File: src/rtl/mmio_bridge.sv
// mmio_bridge: decodes the MEM-stage load/store address and routes accesses
// inside the MMIO window to a single-outstanding peripheral bus. It produces
// core_MEM's d_valid/d_ready/d_rdata, a pipeline stall, and a fault pulse for
// bus errors and timeouts. Accesses outside the window pass through untouched.
module mmio_bridge #(
   parameter logic [63:0] MMIO_BASE = 64'hFFFF_0000,
   parameter logic [63:0] MMIO_MASK = 64'hFFFF_0000,
   parameter int unsigned TIMEOUT   = 255            // 1..65535
) (
   input  logic        clock,
   input  logic        reset,
   input  logic [63:0] addr,
   input  logic [63:0] wdata,
   input  logic [1:0]  mem_load_type,
   input  logic [1:0]  mem_store_type,
   input  logic        signed_byte,
   input  logic        signed_word,
   input  logic        flush,
   output logic        stall,
   output logic        d_valid,
   output logic        d_ready,
   output logic [63:0] d_rdata,
   output logic        bus_fault,
   output logic        bus_req,
   output logic        bus_we,
   output logic [1:0]  bus_size,
   output logic [63:0] bus_addr,
   output logic [63:0] bus_wdata,
   input  logic        bus_ack,
   input  logic        bus_err,
   input  logic [63:0] bus_rdata
);

   typedef enum logic [1:0] {
      IDLE = 2'd0,
      REQ  = 2'd1,
      DONE = 2'd2
   } state_e;

   // Counter value seen in the last REQ cycle allowed before a forced timeout.
   localparam logic [15:0] CNT_LAST = 16'(TIMEOUT - 1);

   state_e      state_q, state_d;
   logic [63:0] addr_q, addr_d;
   logic [63:0] wdata_q, wdata_d;
   logic [63:0] rdata_q, rdata_d;
   logic [1:0]  size_q, size_d;
   logic        we_q, we_d;
   logic        sb_q, sb_d;
   logic        sw_q, sw_d;
   logic        killed_q, killed_d;
   logic        fault_q, fault_d;
   logic [15:0] cnt_q, cnt_d;

   logic is_load, is_store, in_window, hit;

   assign is_load   = |mem_load_type;
   assign is_store  = |mem_store_type;
   assign in_window = (addr & MMIO_MASK) == MMIO_BASE;
   assign hit       = in_window && (is_load || is_store);

   // The load result is registered at completion and held until the next DONE.
   assign d_rdata = rdata_q;

   // Right-justified bus data extended to 64 bits according to access size.
   function automatic logic [63:0] extend(input logic [1:0]  size,
                                          input logic        sb,
                                          input logic        sw,
                                          input logic [63:0] raw);
      logic [63:0] res;
      res = raw;
      case (size)
         2'd1:    res = sb ? {{56{raw[7]}}, raw[7:0]}   : {56'd0, raw[7:0]};
         2'd2:    res = sw ? {{32{raw[31]}}, raw[31:0]} : {32'd0, raw[31:0]};
         default: res = raw;
      endcase
      return res;
   endfunction

   // Next-state and output decode for the IDLE/REQ/DONE bus sequencer.
   always_comb begin
      // NOTE: every signal gets a default before the case so no path leaves
      // one unassigned, which would otherwise infer a latch.
      state_d   = state_q;
      addr_d    = addr_q;
      wdata_d   = wdata_q;
      rdata_d   = rdata_q;
      size_d    = size_q;
      we_d      = we_q;
      sb_d      = sb_q;
      sw_d      = sw_q;
      killed_d  = killed_q;
      fault_d   = fault_q;
      cnt_d     = cnt_q;
      stall     = 1'b0;
      d_valid   = 1'b0;
      d_ready   = 1'b0;
      bus_fault = 1'b0;
      bus_req   = 1'b0;
      bus_we    = 1'b0;
      bus_size  = 2'd0;
      bus_addr  = 64'd0;
      bus_wdata = 64'd0;

      // Outputs are forced low while reset is held, even if a hit is decoded.
      if (reset) begin
         case (state_q)
            IDLE: begin
               d_ready = hit && is_store;
               if (hit && !flush) begin
                  stall    = 1'b1;
                  addr_d   = addr;
                  wdata_d  = wdata;
                  we_d     = is_store;
                  size_d   = is_store ? mem_store_type : mem_load_type;
                  sb_d     = signed_byte;
                  sw_d     = signed_word;
                  killed_d = 1'b0;
                  fault_d  = 1'b0;
                  cnt_d    = 16'd0;
                  state_d  = REQ;
               end
            end

            REQ: begin
               stall     = 1'b1;
               bus_req   = 1'b1;
               bus_we    = we_q;
               bus_size  = size_q;
               bus_addr  = addr_q;
               bus_wdata = wdata_q;
               d_ready   = we_q;
               cnt_d     = cnt_q + 16'd1;
               // A flushed access still runs to completion; only its results die.
               if (flush) killed_d = 1'b1;
               if (bus_ack) begin
                  rdata_d = extend(size_q, sb_q, sw_q, bus_rdata);
                  fault_d = bus_err;
                  state_d = DONE;
               end else if (cnt_q == CNT_LAST) begin
                  rdata_d = '1;
                  fault_d = 1'b1;
                  state_d = DONE;
               end
            end

            DONE: begin
               // Pipeline is still frozen, so the live decode is the same access.
               d_ready   = hit && is_store;
               d_valid   = !we_q && !killed_q;
               bus_fault = fault_q && !killed_q;
               state_d   = IDLE;
            end

            default: state_d = IDLE;
         endcase
      end
   end

   // State and latched-access registers.
   always_ff @(posedge clock or negedge reset) begin
      // NOTE: the datapath latches are reset too, so d_rdata and the bus
      // fields read as zero out of reset rather than X.
      if (!reset) begin
         state_q  <= IDLE;
         addr_q   <= 64'd0;
         wdata_q  <= 64'd0;
         rdata_q  <= 64'd0;
         size_q   <= 2'd0;
         we_q     <= 1'b0;
         sb_q     <= 1'b0;
         sw_q     <= 1'b0;
         killed_q <= 1'b0;
         fault_q  <= 1'b0;
         cnt_q    <= 16'd0;
      end else begin
         // NOTE: non-blocking assignments so every register samples the
         // pre-edge value of its _d input.
         state_q  <= state_d;
         addr_q   <= addr_d;
         wdata_q  <= wdata_d;
         rdata_q  <= rdata_d;
         size_q   <= size_d;
         we_q     <= we_d;
         sb_q     <= sb_d;
         sw_q     <= sw_d;
         killed_q <= killed_d;
         fault_q  <= fault_d;
         cnt_q    <= cnt_d;
      end
   end

endmodule

File: config.mk
export PLATFORM = sky130hd
export DESIGN_NAME = mmio_bridge
export DESIGN_NICKNAME = d
export VERILOG_FILES = /design/src/rtl/mmio_bridge.sv
export SDC_FILE = /design/constraint.sdc
export NUM_CORES = 1
export LEC_CHECK = 0
export BUFFER_PORTS_ARGS = -buffer_cell sky130_fd_sc_hd__buf_2
export CORE_AREA = 3 3 155 157
export CTS_BUF_LIST = sky130_fd_sc_hd__clkbuf_16
export DETAILED_ROUTE_END_ITERATION = 7
export DIE_AREA = 0 0 158 160
export PLACE_DENSITY = 0.75
export SYNTH_ARGS = -nofsm -noshare
export SYNTH_HDL_FRONTEND = slang
export SYNTH_SLANG_ARGS = --single-unit
File: constraint.sdc
create_clock -name clock -period 2.7 [get_ports clock]
set_input_delay 0.54 -clock clock [delete_from_list [all_inputs] [get_ports clock]]
set_output_delay 0.54 -clock clock [all_outputs]
set_load 0.05 [all_outputs]
; Yosys cells after proc, flatten, opt, wreduce, memory -nomap -nowiden
; Index checks and enable logic that the tools add are counted.
[word_totals]
regBits = 217
wordCells = 79
[op_classes]
eq_ne = 9
reduce_logical = 21
addsub = 1
muxes = 37
[ops]
columns = operator, n
row1 = $mux W64, 8
row2 = $pmux W64 S2, 1
row3 = $pmux W16 S2, 1
row4 = $add A16 B1 Y16 const B, 1
row5 = $eq A16 B16 Y1 const B, 1
row6 = $eq A16 B8 Y1 const B, 1
row7 = $mux W16, 1
row8 = $mux W1, 15
row9 = $mux W2, 6
row10 = $reduce_and A3 Y1, 4
row11 = $pmux W1 S2, 4
row12 = $reduce_and A4 Y1, 2
row13 = $reduce_or A2 Y1, 3
row14 = $logic_and A1 B1 Y1, 5
row15 = $eq A2 B1 Y1 const B, 2
row16 = $eq A2 B2 Y1 const B, 2
row17 = $ne A2 B2 Y1 const B, 2
row18 = $pmux W2 S2, 1
row19 = $reduce_bool A2 Y1, 2
row20 = $logic_not A1 Y1, 3
row21 = $ne A3 B3 Y1 const B, 1
row22 = $logic_not A2 Y1, 1
row23 = $logic_or A1 B1 Y1, 1

; Longest topological paths before layout
; Gate-level depths: netlist of the first run.
[depth]
ltp_word = 7
ltp_mapped = 10
ltp_nobuf = 7

; Worst setup path before layout of the first run
; OpenSTA, ideal clock, no wires.
[synth_path]
path_type = in2out
start = input reset
end = output bus_fault
path_buffers = 1
stages = 3
slack_ns = -0.124
required_ns = 2.160
t_arrival_ns = 2.284
path_cell_list = clkbuf_2 nand2b_1 nor4_1
[synth_between]
elab_chain_len = 1
[synth_rtl]
columns = item, line_no
row1 = "start, declared", 11  ; input logic reset,
row2 = $mux W1, 106  ; if (reset) begin
row3 = "end, declared", 23  ; output logic bus_fault,
; Every way passes these cells.

; Worst setup path after layout of the first run
[layout_path]
start = register state_q[1]
end = output bus_addr[53]
[layout_between]
elab_chain_len = 3
[layout_rtl]
columns = item, line_no
row1 = "start, declared", 43  ; state_e state_q, state_d;
row2 = "start signal, assigned", 179  ; state_q <= state_d;
row3 = $eq A2 B1 Y1, 107  ; case (state_q)
row4 = $mux W64, 107
row5 = $mux W64, 106
row6 = "end, declared", 27  ; output logic [63:0] bus_addr,
; Every way passes these cells.

==> flow_summary.toml, run 1 <==
[outcome]
status = "finished clean"

[grt]
antenna_violations_before_repair = 9
grt_first_pass_wirelength_um = 45200
number_of_global_route_vias_before_repair = 8245
grt.total_usage = 0.222
grt_overflow_total = 0
grt_start_max_net_pins = 112

[timing]
hold_viol_final = 0
fmax_mhz = 380
timing.final.crit_period_ns = 2.63
worst_pin_slew_ns = 0.750
grt_setup_unrepaired = "true"
period_share = 0.974
relSlewSlack = 0.499
slew_viol_final = 0
finish_stage_setup_viols = 0
fin_skew_ns = 0.0240
hold-worst-slack_ns = 0.0551

[power]
vdd_drop_max_mv = 0.333
power_density_over_the_cells_mw_per_mm2 = 488
total_leakage_power_nw = 7.64

[die]
die_outline_area_mm2 = 0.0253
die_w_um = 158
core_area_mm2 = 0.0226
fp.dieH_um = 160
start_util = 0.461
i_o_pin_cnt = 403
std_cell_rows = 55

[drt]
detail_route.vias_per_cell = 5.16
ant_nets = 0
detailroute.via_count = 8046
drt_first_iter_violations = 486
drt_pre_antenna_iters = 4
drc = 0
routed_wl_um = 29600
per_cell_routed_wire_length_um = 19.0

[place]
buffer_ports.inserted = 402
post-dp-hpwl_um = 21300
gp_congestion = 0.813
placed_area_mm2 = 0.0128

[synthesis]
ys_ff_latch = 217
synth_top_cell_by_area = "dfrtp_1"
synth-edff-count = 0
synth.avg_cell_area_um2 = 12.1
leading_register_cell_type_out_of_synthesis = "dfrtp_1"
number_of_nets_in_the_synthesized_netlist = 1070
netlist_top_cells_area = "dfrtp_1 (52%), mux2_4 (14%), and3_1 (8.1%)"
mappedNetlistArea_mm2 = 0.0104
netlist_instances = 863
proportion_of_synthesized_chip_area_in_sequential_cells = 0.520
synth.distinct_cells = 44
async_reset_ff_frac = 1.00
synthDominantCellAreaShare = 0.520
yosysWarningCount = 0

[setup_path]
worst_setup_path_start_kind = "flop"
setup_slack_of_the_most_critical_reg_to_reg_path_ns = 0.36
timing.critical_path.arrival_ns = 2.09
classification_of_the_worst_setup_path = "flop to primary output"
critical_path.reg2reg.endpoint = "d_rdata[44]"
worstSetupEndpointType = "primary output"
worstPathRequired_ns = 2.16
reg2reg_from = "state_q[1]"
worst-r2r-cell-count = 7
critical_path_peak_fanout = 33

[clocking]
tritoncts = "done"
cts_inserted_buffers = 25
tritoncts_num_sinks = 217
clock_insertion_delay_worst_skew_ns = 0.52
cts_buffer_depth = 3
postCtsSetupRepairBufs = 0
clockRootBuffer = "clkbuf_16"
htree_levels = 1
clk_pin_slew_ns = 0.06

[final_layout]
finalInstanceArea_mm2 = 0.0135
drive_above_1_share = 0.473
fillCellCount = 1850
final_net_count = 1457
layout-area-overhead-vs-synth_pct = 29.7
postLayoutCoreUtil = 0.598

[job]
max_cap_viol_count = 0

[min_path]
hold_path.class = "input port to asynchronous set/reset pin"
## worst max-delay path by stage
stage | startpoint | endpoint | slack, ns | cells after the start
3_5_place_dp | addr[30] | wdata_q[8] | 0.21 | 7
3_3_place_gp | addr[30] | wdata_q[53] | 0.23 | 7
4_1_cts | state_q[0] | d_ready | 0.02 | 5
5_1_grt | state_q[1] | stall | -0.06 | 6
6_report | state_q[1] | bus_addr[53] | 0.07 | 4
2_1_floorplan | reset | bus_fault | -0.12 | 3
## synth_stat cells (9+ instances only)
library cell,number
a31oi_1,12
or2_2,20
nand3_1,9
and3_1,135
buf_12,11
nor2_1,12
mux2i_1,55
nand2_1,19
dfrtp_1,217
a21oi_1,64
mux2_4,100
inv_1,63
clkbuf_1,45
## area by class of cell
type	instances	area [µm²]	area share
inverter	64	240	0.0177
clock inverter	20	108	0.00795
multi-input combinational	512	4310	0.318
clock buffer	25	626	0.0462
sequential	217	5430	0.401
tap	285	357	0.0263
timing repair buffer	430	2460	0.182
antenna	5	12.5	0.000924
## what timing repair did
action / 4_1_cts / 5_1_grt
hold buffers: 1 / 0
endpoints found under the hold margin: 14 / 0
setup endpoints to repair: 0 / 1
resized for setup: 0 / 4
## logic make-up after synthesis
family          after synthesis  share of synthesized area
simple gates                231                      0.133
flops                       217                      0.520
mux                         169                      0.212
buf+inv                     134                     0.0696
compound gates              108                     0.0612
fa+ha+maj                     4                    0.00479
## flip-flops by register name, indices dropped and copies added, names as in the netlist
signal    count
sb_q          1
fault_q       1
d_rdata      64
size_q        2
addr_q       64
we_q          1
state_q       2
sw_q          1
killed_q      1
cnt_q        16
wdata_q      64
## critical path: stages (launching register included)
cell and delay (ns):
dfrtp_1 0.46, nor2b_4 0.23, buf_4 0.35, and3_1 0.24, buf_2 0.27
## power breakdown
group	internal [mW]	switching (mW)
Combinational	0.146	0.182
Clock	1.69	1.33
Sequential	3.26	0.00560
Total	5.09	1.52
## metal layers
layer,track usage,share of wire
met1,0.274,0.40
met2,0.376,0.48
met3,0.0770,0.096
met4,0.0485,0.019
met5,0,0.0025
## per-stage QoR
step	std cells	total power [mW]	setup slack, ns	setup TNS, ns
finish	1558	6.61	0.0706	0
global route	1557	6.91	-0.0564	-0.240
CTS	1552	6.71	0.0167	0
detailed placement	1506	3.65	0.208	0
global placement	1506	3.65	0.231	0
floorplan	863	3.40	-0.124	-0.249
## placed cells by master (no fill, tap or decap), drive strengths merged, types with 20 or more instances in the layout
cell / instances
buf: 427
dfrtp: 217
and3: 135
mux2: 114
inv: 68
a21oi: 64
mux2i: 55
clkbuf: 27
or2: 20
nand2: 20
Power figures use the tool's default switching activity.
==> run 2, diff against run 1 <==
- PLACE_DENSITY: 0.75 -> 0.86
==> run 2 against run 1 <==
Against the previous run: worst hold slack better by 0.046 ns; power grew 3.3%; sequential power about the same; fmax up 0.23%; sequential share of layout area barely moved; wire length up 3.0%; core utilization barely moved.
==> flow_summary.toml, run 2 (synthesis results as in run 1) <==
[final_layout]
most-common-layout-cells = "buf_2 (400), dfrtp_1 (217), and3_1 (135)"
drive_above_1_share = 0.475
final_net_count = 1460
postLayoutCoreUtil = 0.599
finalInstanceArea_mm2 = 0.0136
final_common_cell = "buf_2"
final_cells = 1558
fillCellCount = 1742
layout-area-overhead-vs-synth_pct = 29.8

[drt]
met2_wirelength_um = 15200
routed_wl_um = 30500
detailroute.via_count = 8295
top_layer = "met5"
wl_met1_um = 12000
drt_pre_antenna_iters = 6
per_cell_routed_wire_length_um = 19.5
drt_first_iter_violations = 577
detail_route.vias_per_cell = 5.32
drc = 0
ant_nets = 0
route.met3.wl_um = 2400

[grt]
number_of_global_route_vias_before_repair = 8621
grt_overflow_total = 0
antenna_violations_before_repair = 7
grt_start_max_net_pins = 99
grt.total_usage = 0.228
grt_first_pass_wirelength_um = 46500

[die]
start_util = 0.461
die_outline_area_mm2 = 0.0253
die_w_um = 158
std_cell_rows = 55
core_area_mm2 = 0.0226
i_o_pin_cnt = 403
fp.dieH_um = 160

[setup_path]
worst_setup_path_start_kind = "flop"
worst-r2r-cell-count = 7
worstSetupEndpointType = "primary output"
classification_of_the_worst_setup_path = "flop to primary output"
timing.critical_path.arrival_ns = 2.08
critical_path_peak_fanout = 56
worstPathRequired_ns = 2.16

[power]
vdd_drop_max_mv = 0.337
power_density_over_the_cells_mw_per_mm2 = 504
total_leakage_power_nw = 7.68

[clocking]
clock_insertion_delay_worst_skew_ns = 0.50
tritoncts_num_sinks = 217
htree_levels = 1
clk_pin_slew_ns = 0.06
postCtsSetupRepairBufs = 0
tritoncts = "done"
cts_buffer_depth = 3
cts_inserted_buffers = 23
clockRootBuffer = "clkbuf_16"

[timing]
relSlewSlack = 0.477
timing.final.crit_period_ns = 2.62
period_share = 0.972
finish_stage_setup_viols = 0
hold_viol_final = 0
worst_pin_slew_ns = 0.783
grt_setup_unrepaired = "false"
fin_ws_ns = 0.0766
slew_viol_final = 0
fin_skew_ns = 0.00828
hold-worst-slack_ns = 0.101
fmax_mhz = 381

[job]
max_cap_viol_count = 0

[place]
placedCellCount = 1512
post-place-ws_ns = 0.0859
buffer_ports.inserted = 402
placed_area_mm2 = 0.0128
gp_congestion = 0.841
post-dp-hpwl_um = 22100

[min_path]
hold_path.class = "input port to asynchronous set/reset pin"

[outcome]
status = "finished clean"
[run 2: routing by layer]
layer  GRT usage  vias up
met5           0        -
met4      0.0782        2
met3      0.0485       71
met2       0.394      393
met1       0.283     4030
li1            -     3799
[run 2: per-stage QoR]
step                      total power, mW  setup TNS, ns
after floorplan                      3.40         -0.249
after global placement               3.65              0
after detailed placement             3.66              0
after CTS                            6.90              0
after global routing                 7.07              0
final                                6.84              0
[run 2: final timing paths]
| path | startpoint | to | slack [ns] |
|---|---|---|---|
| min reg2reg | addr_q[26] | addr_q[26] | 0.46 |
| max in group asynchronous | reset | size_q[0] | 1.41 |
| min | reset | addr_q[39] | 0.10 |
| max reg2reg | state_q[1] | d_rdata[21] | 0.50 |
| max | state_q[1] | bus_wdata[33] | 0.08 |
| min in group clock | wdata[51] | wdata_q[51] | 0.26 |
[run 2: cell type report]
cell class | count | area [µm²] | area share
diodes | 6 | 15.0 | 0.00111
clock buffers | 23 | 576 | 0.0425
clock inverters | 16 | 185 | 0.0137
inverters | 64 | 240 | 0.0177
multi-input cells | 512 | 4310 | 0.318
flip-flops and latches | 217 | 5430 | 0.401
well taps | 285 | 357 | 0.0263
repair buffers | 435 | 2440 | 0.180
[run 2: repair_timing]
action,in CTS,in global routing
resized for setup,1,1
pin swaps,0,0
hold endpoints to repair,14,0
gates cloned,0,0
hold buffers,1,0
endpoints found under the setup margin,1,1
[run 2: worst max-delay path, stage by stage, from the launching register on]
cell and delay, ns:
dfrtp_1 0.47, nor2b_4 0.22, buf_6 0.33, and3_1 0.25, buf_2 0.27
[run 2: power breakdown]
group	switching [mW]	internal (mW)
clock	1.31	1.93
sequential	0.00583	3.26
combinational	0.190	0.147
total	1.50	5.33
==> run 3, diff against run 2 <==
- CORE_AREA: 3 3 155 157 -> 2 2 157 159
- DIE_AREA: 0 0 158 160 -> 0 0 159 161
- MAX_ROUTING_LAYER: unset -> met4
- PLACE_DENSITY: 0.86 -> 0.84
- clock period: 2.7 -> 3.2 ns (I/O delays scaled with it)
==> run 3 against run 2 <==
Against the previous run: clock power fell by 24%; setup slack improved by 0.20 ns; sequential share of layout area rose by 0.081 points; die area rose by 1.3%; non-clock buffer count rose by 2; highest routed layer is now met4; cell area fell by 0.20%; critical endpoint is now d_ready; power fell by 20%; count of clock-buffer cells in the layout did not move.
==> flow_summary.toml, run 3 (synthesis results as in run 1) <==
[outcome]
status = "finished clean"

[clocking]
tritoncts_num_sinks = 217
cts_inserted_buffers = 23
clk_pin_slew_ns = 0.06
postCtsSetupRepairBufs = 0
cts_buffer_depth = 3
clockRootBuffer = "clkbuf_16"
htree_levels = 1
tritoncts = "done"
clock_insertion_delay_worst_skew_ns = 0.51

[grt]
grt_start_max_net_pins = 132
grt_first_pass_wirelength_um = 44100
number_of_global_route_vias_before_repair = 8277
antenna_violations_before_repair = 4
grt_overflow_total = 0
grt.total_usage = 0.218

[power]
switching_share = 0.225
p_int_mw = 4.26
seqPwrFrac = 0.501
total_leakage_power_nw = 7.66
clock_power_share = 0.449
switchingPower_mw = 1.24
vdd_drop_max_mv = 0.218
power_frac_comb = 0.050
power_density_over_the_cells_mw_per_mm2 = 406

[final_layout]
layout-area-overhead-vs-synth_pct = 29.5
final_net_count = 1462
drive_above_1_share = 0.474
most-common-layout-cells = "buf_2 (396), dfrtp_1 (217), and3_1 (135)"
final_common_cell = "buf_2"

[die]
die_w_um = 159
i_o_pin_cnt = 403
start_util = 0.436
fp.dieH_um = 161
core_area_mm2 = 0.0240
std_cell_rows = 57
die_outline_area_mm2 = 0.0256

[place]
buffer_ports.inserted = 402
gp_congestion = 0.818
post-dp-hpwl_um = 19900
post-place-ws_ns = 0.134

[drt]
ant_nets = 0
routed_wl_um = 27900
drt_pre_antenna_iters = 5
drc = 0
per_cell_routed_wire_length_um = 17.5
detailroute.via_count = 8106
drt_first_iter_violations = 473
detail_route.vias_per_cell = 5.08

[setup_path]
worst_setup_path_start_kind = "input port"
classification_of_the_worst_setup_path = "input port to primary output"
worstPathRequired_ns = 2.56
critical_path_peak_fanout = 3
timing.critical_path.arrival_ns = 2.29
worstSetupEndpointType = "primary output"

[timing]
fin_tns_setup_ns = 0
relSlewSlack = 0.481
fin_skew_ns = 0.00775
hold-worst-slack_ns = 0.251
slew_viol_final = 0
fmax_mhz = 342
hold_viol_final = 0
period_share = 0.914
timing.final.crit_period_ns = 2.93
grt_setup_unrepaired = "false"
worst_pin_slew_ns = 0.776
finish_stage_setup_viols = 0
fin_ws_ns = 0.274

[min_path]
hold_path.class = "input port to asynchronous set/reset pin"

[job]
max_cap_viol_count = 0
==> run 3: power groups by stage <==
| stage | clock network, mW | registers (mW) | logic [mW] |
|---|---|---|---|
| detailed placement | 0 | 2.80 | 0.275 |
| floorplan | 0 | 2.81 | 0.0619 |
| CTS | 2.54 | 2.75 | 0.281 |
| finish | 2.47 | 2.75 | 0.276 |
| global route | 2.65 | 2.75 | 0.309 |
| global placement | 0 | 2.80 | 0.269 |
==> run 3: final timing paths <==
kind / start / to / slack, ns / depth (start not counted)
max reg2reg: state_q[1] / d_rdata[51] / 0.72 / 7
min in group clock: wdata[53] / wdata_q[53] / 0.34 / 2
min reg2reg: addr_q[17] / addr_q[17] / 0.46 / 1
max: mem_store_type[1] / d_ready / 0.27 / 6
min: reset / addr_q[33] / 0.25 / 2
max in group asynchronous: reset / d_rdata[0] / 1.73 / 3
==> run 3: through the flow <==
step | total power, mW | instances | utilization | instance area, µm²
after floorplan | 2.87 | 863 | - | 10400
after global placement | 3.07 | 1552 | 0.535 | 12800
after detailed placement | 3.08 | 1552 | 0.535 | 12800
after CTS | 5.57 | 1592 | 0.564 | 13500
after global routing | 5.71 | 1595 | 0.564 | 13500
final | 5.49 | 1595 | 0.564 | 13500
==> run 3: repair_timing <==
| action | CTS | global route |
|---|---|---|
| resized for setup | 0 | 0 |
| endpoints found under the hold margin | 7 | 0 |
| hold buffers | 2 | 0 |
==> run 3: final cells by class <==
class,instances,area (µm²)
fillers,1989,10400
clock buffers,23,576
diodes,3,7.51
inverters,64,240
flip-flops and latches,217,5430
repair buffers,437,2450
clock inverters,15,108
well taps,324,405
multi-input cells,512,4300
==> run 3: layer usage <==
metal / wire length [µm] / vias up / global-route usage / part of all wire
met3: 1910 / 45 / 0.0421 / 0.068
met4: 608 / 0 / 0.0545 / 0.022
met1: 11400 / 3921 / 0.269 / 0.41
met5: 0 / - / - / 0
met2: 14000 / 340 / 0.371 / 0.50
li1: - / 3800 / - / -
==> run 3: worst max-delay path: stages <==
cell and delay, ns:
buf_2 0.12, nor4_1 0.65, or3_4 0.29, nor4_1 0.08
or2_2 0.34, buf_12 0.16
